--- src/rtl/cbus_rr_arbiter_pkg.sv ---
// -----------------------------------------------------------------------------
// cbus_rr_arbiter_pkg
//
// Purpose : shared cache-bus (cbus) types for the cache level and the
//           memory-side arbiter.
//   cbus_req_t  : one request beat from a cache-side requester
//                 (valid, write flag, size, address, strobe, write data,
//                 burst length).
//   cbus_resp_t : one response beat from the memory side
//                 (ready, last, read data).
//   arb_state_t : arbiter FSM state {IDLE, BUSY}.
//   resp_done() : true on the beat that closes a transaction.
// -----------------------------------------------------------------------------
package cbus_rr_arbiter_pkg;

  localparam int CBUS_ADDR_W = 32;
  localparam int CBUS_DATA_W = 64;
  localparam int CBUS_STRB_W = CBUS_DATA_W / 8;

  // Bytes per beat, AXI-style encoding.
  typedef enum logic [2:0] {
    MSIZE1 = 3'd0,
    MSIZE2 = 3'd1,
    MSIZE4 = 3'd2,
    MSIZE8 = 3'd3
  } cbus_size_t;

  // Beats per burst minus one, AXI-style encoding.
  typedef enum logic [3:0] {
    MLEN1  = 4'd0,
    MLEN2  = 4'd1,
    MLEN4  = 4'd3,
    MLEN8  = 4'd7,
    MLEN16 = 4'd15
  } cbus_len_t;

  typedef struct packed {
    logic                   valid;
    logic                   is_write;
    cbus_size_t             size;
    logic [CBUS_ADDR_W-1:0] addr;
    logic [CBUS_STRB_W-1:0] strobe;
    logic [CBUS_DATA_W-1:0] data;
    cbus_len_t              len;
  } cbus_req_t;

  typedef struct packed {
    logic                   ready;
    logic                   last;
    logic [CBUS_DATA_W-1:0] data;
  } cbus_resp_t;

  typedef enum logic {
    IDLE = 1'b0,
    BUSY = 1'b1
  } arb_state_t;

  // A transaction ends on the accepted beat that also carries last.
  function automatic logic resp_done(input cbus_resp_t resp);
    return resp.ready & resp.last;
  endfunction

endpackage

--- src/rtl/cbus_rr_arbiter_rr_pick.sv ---
// -----------------------------------------------------------------------------
// rr_pick
//
// Purpose : combinational round-robin selector. Scans valid starting at the
//           index just after last_grant, wrapping explicitly at NUM_REQ-1,
//           and returns the first set index. NUM_REQ need not be a power of
//           two.
// Ports   :
//   valid      in  [NUM_REQ-1:0]  per-requester request flags
//   last_grant in  [ID_BITS-1:0]  index served most recently
//   winner     out [ID_BITS-1:0]  selected index (0 when nothing is valid)
//   any_valid  out                at least one valid bit is set
// -----------------------------------------------------------------------------
module rr_pick #(
  parameter int NUM_REQ = 2,
  parameter int ID_BITS = $clog2(NUM_REQ)
) (
  input  logic [NUM_REQ-1:0] valid,
  input  logic [ID_BITS-1:0] last_grant,
  output logic [ID_BITS-1:0] winner,
  output logic               any_valid
);

  localparam logic [ID_BITS-1:0] LAST_IDX = ID_BITS'(NUM_REQ - 1);

  logic [ID_BITS-1:0] scan_idx;

  // Walk the ring once, starting after last_grant, and keep the first hit.
  always_comb begin
    winner    = '0;
    any_valid = 1'b0;
    scan_idx  = last_grant;
    for (int k = 0; k < NUM_REQ; k++) begin
      // Explicit wrap so non-power-of-two ring sizes never index past the end.
      if (scan_idx >= LAST_IDX) begin
        scan_idx = '0;
      end else begin
        scan_idx = scan_idx + ID_BITS'(1);
      end
      if (valid[scan_idx] && !any_valid) begin
        winner    = scan_idx;
        any_valid = 1'b1;
      end else begin
        winner    = winner;
        any_valid = any_valid;
      end
    end
  end

endmodule

--- src/rtl/cbus_rr_arbiter.sv ---
// -----------------------------------------------------------------------------
// cbus_rr_arbiter
//
// Purpose : shares one cbus master port between NUM_REQ cache-side
//           requesters. Whole transactions are granted round-robin; the grant
//           is held from the first beat until the accepted beat carrying
//           last. One idle arbitration cycle separates consecutive grants.
//
// Build option : CBUS_ARB_FIXED_PRIO_EN
//   When defined, requester NUM_REQ-1 (uncached/MMIO path) wins whenever it
//   is valid in IDLE; the remaining requesters share round-robin among
//   themselves and the pointer only moves on their completions. A burst in
//   flight is never pre-empted. Undefined: plain round-robin over all ports.
//
// Ports :
//   clk     in   clock
//   reset   in   asynchronous active-low reset
//   ireqs   in   cbus_req_t  [NUM_REQ]  requests from each requester
//   iresps  out  cbus_resp_t [NUM_REQ]  responses routed to each requester
//   oreq    out  cbus_req_t             request to the memory side
//   oresp   in   cbus_resp_t            response from the memory side
//   owner   out  [ID_BITS-1:0]          current grant holder (valid when busy)
//   busy    out                         a transaction is in progress
// -----------------------------------------------------------------------------
module cbus_rr_arbiter
  import cbus_rr_arbiter_pkg::*;
#(
  parameter int NUM_REQ = 2,
  parameter int ID_BITS = $clog2(NUM_REQ)
) (
  input  logic                clk,
  input  logic                reset,
  input  cbus_req_t           ireqs  [NUM_REQ],
  output cbus_resp_t          iresps [NUM_REQ],
  output cbus_req_t           oreq,
  input  cbus_resp_t          oresp,
  output logic [ID_BITS-1:0]  owner,
  output logic                busy
);

  localparam logic [ID_BITS-1:0] LAST_IDX = ID_BITS'(NUM_REQ - 1);

  arb_state_t         state_q,      state_d;
  logic [ID_BITS-1:0] owner_q,      owner_d;
  logic [ID_BITS-1:0] last_grant_q, last_grant_d;
  logic               busy_q,       busy_d;

  logic [NUM_REQ-1:0] req_valid_s;
  logic [NUM_REQ-1:0] pick_valid_s;
  logic [ID_BITS-1:0] rr_winner_s;
  logic               rr_any_s;
  logic [ID_BITS-1:0] grant_idx_s;
  logic               grant_any_s;
  logic               done_s;

  // Gather the per-port valid flags into a vector for the picker.
  always_comb begin
    req_valid_s = '0;
    for (int i = 0; i < NUM_REQ; i++) begin
      req_valid_s[i] = ireqs[i].valid;
    end
  end

`ifdef CBUS_ARB_FIXED_PRIO_EN
  // The priority port is kept out of the ring so the others rotate among
  // themselves undisturbed by MMIO traffic.
  always_comb begin
    pick_valid_s           = req_valid_s;
    pick_valid_s[NUM_REQ-1] = 1'b0;
  end

  // Priority port overrides the ring whenever it asks.
  always_comb begin
    if (req_valid_s[NUM_REQ-1]) begin
      grant_idx_s = LAST_IDX;
      grant_any_s = 1'b1;
    end else begin
      grant_idx_s = rr_winner_s;
      grant_any_s = rr_any_s;
    end
  end
`else
  // Every port takes part in the ring.
  always_comb begin
    pick_valid_s = req_valid_s;
  end

  // Winner comes straight from the ring.
  always_comb begin
    grant_idx_s = rr_winner_s;
    grant_any_s = rr_any_s;
  end
`endif

  rr_pick #(
    .NUM_REQ (NUM_REQ),
    .ID_BITS (ID_BITS)
  ) u_rr_pick (
    .valid      (pick_valid_s),
    .last_grant (last_grant_q),
    .winner     (rr_winner_s),
    .any_valid  (rr_any_s)
  );

  assign done_s = resp_done(oresp);

  // Next-state logic: arbitrate in IDLE, hold the grant through BUSY.
  always_comb begin
    state_d      = state_q;
    owner_d      = owner_q;
    last_grant_d = last_grant_q;
    busy_d       = busy_q;
    case (state_q)
      IDLE: begin
        // Responses seen while idle are strays and are simply ignored.
        if (grant_any_s) begin
          state_d = BUSY;
          owner_d = grant_idx_s;
          busy_d  = 1'b1;
        end else begin
          state_d = IDLE;
          busy_d  = 1'b0;
        end
      end
      BUSY: begin
        // No timeout: a dropped valid still waits for the last beat.
        if (done_s) begin
          state_d = IDLE;
          busy_d  = 1'b0;
`ifdef CBUS_ARB_FIXED_PRIO_EN
          if (owner_q != LAST_IDX) begin
            last_grant_d = owner_q;
          end else begin
            last_grant_d = last_grant_q;
          end
`else
          last_grant_d = owner_q;
`endif
        end else begin
          state_d = BUSY;
          busy_d  = 1'b1;
        end
      end
      default: begin
        state_d = IDLE;
        busy_d  = 1'b0;
      end
    endcase
  end

  // State, grant holder, ring pointer and busy flag.
  always_ff @(posedge clk or negedge reset) begin
    if (!reset) begin
      state_q      <= IDLE;
      owner_q      <= '0;
      last_grant_q <= LAST_IDX;
      busy_q       <= 1'b0;
    end else begin
      state_q      <= state_d;
      owner_q      <= owner_d;
      last_grant_q <= last_grant_d;
      busy_q       <= busy_d;
    end
  end

  // Data path: the owner's request and the memory response pass straight
  // through while BUSY; everything is quiet otherwise.
  always_comb begin
    oreq = '0;
    for (int i = 0; i < NUM_REQ; i++) begin
      iresps[i] = '0;
    end
    if (state_q == BUSY) begin
      oreq = ireqs[owner_q];
      for (int i = 0; i < NUM_REQ; i++) begin
        if (owner_q == ID_BITS'(i)) begin
          iresps[i] = oresp;
        end else begin
          iresps[i] = '0;
        end
      end
    end else begin
      oreq = '0;
    end
  end

  assign owner = owner_q;
  assign busy  = busy_q;

endmodule
--- config.mk ---
export PLATFORM = sky130hd
export DESIGN_NAME = cbus_rr_arbiter
export DESIGN_NICKNAME = d
export VERILOG_FILES = /design/src/rtl/cbus_rr_arbiter_pkg.sv /design/src/rtl/cbus_rr_arbiter_rr_pick.sv /design/src/rtl/cbus_rr_arbiter.sv
export SDC_FILE = /design/constraint.sdc
export NUM_CORES = 1
export LEC_CHECK = 0
export ABC_AREA = 0
export ABC_CLOCK_PERIOD_IN_PS = 2350
export CORE_AREA = 3 3 208 210
export DETAILED_ROUTE_END_ITERATION = 8
export DIE_AREA = 0 0 211 213
export HOLD_SLACK_MARGIN = 0.03
export PLACE_DENSITY = 0.37
export SYNTH_ARGS = -nofsm -noshare
export SYNTH_HDL_FRONTEND = slang
export SYNTH_SLANG_ARGS = --single-unit
--- constraint.sdc ---
create_clock -name clk -period 2.35 [get_ports clk]
set_input_delay 0.235 -clock clk [delete_from_list [all_inputs] [get_ports clk]]
set_output_delay 0.235 -clock clk [all_outputs]
set_load 0.1 [all_outputs]
==> impl_metrics.yaml <==
cells_and_area:
  seq_area_um2: 81.3
  layout_commonest_cell: "clkdlybuf4s50_1"
  drive_above_1_share: 0.482
  area_delta_synth_final_pct: 337
  multi_input_comb_area_um2: 3360
  final_nets: 1219
  nFillCells: 4327
  final_util: 0.293
  fin_cells: 1463
  layout_common_cells: "clkdlybuf4s50_1, buf_12, mux2i_1, nor2_4"
  num_antenna_cells: 0
placed_design:
  hpwl_um: 21900
  routabilityCongestion: 0.735
  port_buffers: 540
  post-place-cells: 1459
timing:
  grt_setup_unrepaired: "no"
  max_freq_ghz: 0.475
  final_hold_viol_count: 0
  finalSetupViolations: 0
  tightestPinTransition_ns: 0.628
  maxSlewHeadroom: 0.581
  period_share: 0.897
  fin_worst_skew_ns: 0.00157
  fin_setup_tns_ns: 0
  drv_slew: 0
  min_period_ns: 2.11
  worst_hold_slack_ns: 0.200
critical_path:
  worst-path-max-fanout: 67
  crit_path_start_kind: "register"
  path_class: "register to primary output"
  worstPathRequired_ns: 2.12
  r2r_start: "busy"
  reg2reg_slack_ns: 0.75
  critPathLaunch: "owner"
  crit_path_end_kind: "primary output"
  endpoint: "oreq[84]"
  timing.rr.end: "last_grant_q"
  critPathArrivalTime_ns: 1.87
  ff2ff_path_depth: 3
drt:
  ant_nets: 0
  drc: 0
  dr.pass1.iters: 4
  wl_per_cell_um: 17.0
  num_vias: 4957
  drt_iter0_drc: 121
  wirelength_um: 24900
  vias_per_cell: 3.39
grt:
  grt_max_degree: 82
  grt_antenna_before_repair: 0
  gr-total-overflow: 0
  grt_pass1_wl_um: 35100
  grt_pass1_vias: 5167
  grt.total_usage: 0.104
cts:
  cts_resized: 0
  post_cts_buffers: 0
  clk_pin_slew_worst_paths_ns: 0.03
  h-tree-depth: 1
  cts_root_buffer: "clkbuf_16"
  cts_buffers: 3
  cts_tree: "done"
  insertion_delay_ns: 0.23
  hold_buffers: 0
  clock-sinks: 3
  clock_path_buffers: 2
pwr:
  power.leakage_nw: 5.02
  ir_drop_mv: 0.331
  p_per_area_nw_per_um2: 965
synthesis:
  syn-cell-area_um2: 2810
  ys_ff_latch: 3
  yosysTopAreaCell: "mux2i_1"
  ys_types: 19
  synth_top_area_share: 0.403
  yosysSeqAreaShare: 0.0272
  synth.net_count: 709
  synth_area_leaders: "mux2i_1, nor2_1, and2_1, and3_1, buf_6"
  avgSynthCellArea_um2: 6.76
  synth_cells: 415
  synth_warnings: 0
floorplan:
  num_io_pins: 541
  dieHeight_um: 213
  row_count: 75
  core_um2: 41800
  initial_core_util: 0.0672
  dieArea_um2: 44900
  fp.dieW_um: 211
outcome:
  outcome: "finished, final reports clean"
flow_run:
  cap_violations: 0
worst_hold_path:
  min_path_type: "input pin to async pin"
==> state kept, by name, summed over array words and instances, names as in the netlist <==
signal	count
busy	1
last_grant_q	1
owner	1
==> synth_stat cells, drive strengths merged <==
library cell and instances:
nand3 1, dfrtp 2, buf 30, nor2 113
mux2 1, and2 66, and3 66, a32o 1
dfstp 1, nand2 1, clkbuf 16, o31a 1
mux2i 113, inv 1, and2b 1, nand2b 1
==> critical path, stage by stage (launching register included) <==
cell and delay, ns:
dfrtp_4 0.46, buf_12 0.31, mux2i_1 0.49, nor2_4 0.06, buf_12 0.17
==> worst min-delay path by stage <==
stage / startpoint / end / cells after the start
2_1_floorplan: reset / busy / 0
3_3_place_gp: reset / owner / 1
3_5_place_dp: reset / owner / 1
4_1_cts: reset / busy / 1
5_1_grt: reset / busy / 1
6_report: reset / busy / 1
==> report_power, final <==
part           internal [mW]  switching, mW  total (mW)
Clock                  0.224         0.0495       0.274
Sequential            0.0752         0.0203      0.0955
Combinational           4.06           7.40        11.5
Total                   4.35           7.47        11.8
==> cell type report <==
| class | instances | area share |
|---|---|---|
| Sequential cell | 3 | 0.00664 |
| Multi-Input combinational cell | 365 | 0.275 |
| Timing Repair Buffer | 551 | 0.656 |
| Clock buffer | 4 | 0.00644 |
| Inverter | 1 | 0.000920 |
| Tap cell | 539 | 0.0551 |
==> routing by layer <==
| metal | track usage | vias up | wire length (um) |
|---|---|---|---|
| met5 | 0 | - | 0 |
| met4 | 0.0132 | 0 | 124 |
| met3 | 0.0458 | 6 | 2910 |
| met2 | 0.202 | 300 | 13700 |
| met1 | 0.104 | 2222 | 8210 |
| li1 | - | 2429 | - |
==> per-stage QoR <==
stage	total power, mW	setup slack (ns)	area, um^2
global placement	11.7	0.479	12200
CTS	12.0	0.245	12200
detailed placement	11.7	0.484	12200
global route	12.2	0.164	12200
floorplan	7.51	0.00272	3740
finish	11.8	0.243	12200
==> cell families after synthesis <==
| family | count (synthesis) | synth area share |
|---|---|---|
| buffers and inverters | 47 | 0.105 |
| and+or+nand+nor | 249 | 0.454 |
| muxes | 114 | 0.407 |
| AOI/OAI and AO/OA | 2 | 0.00669 |
| DFF | 3 | 0.0272 |
No activity file was read; power rests on OpenSTA's default activity.
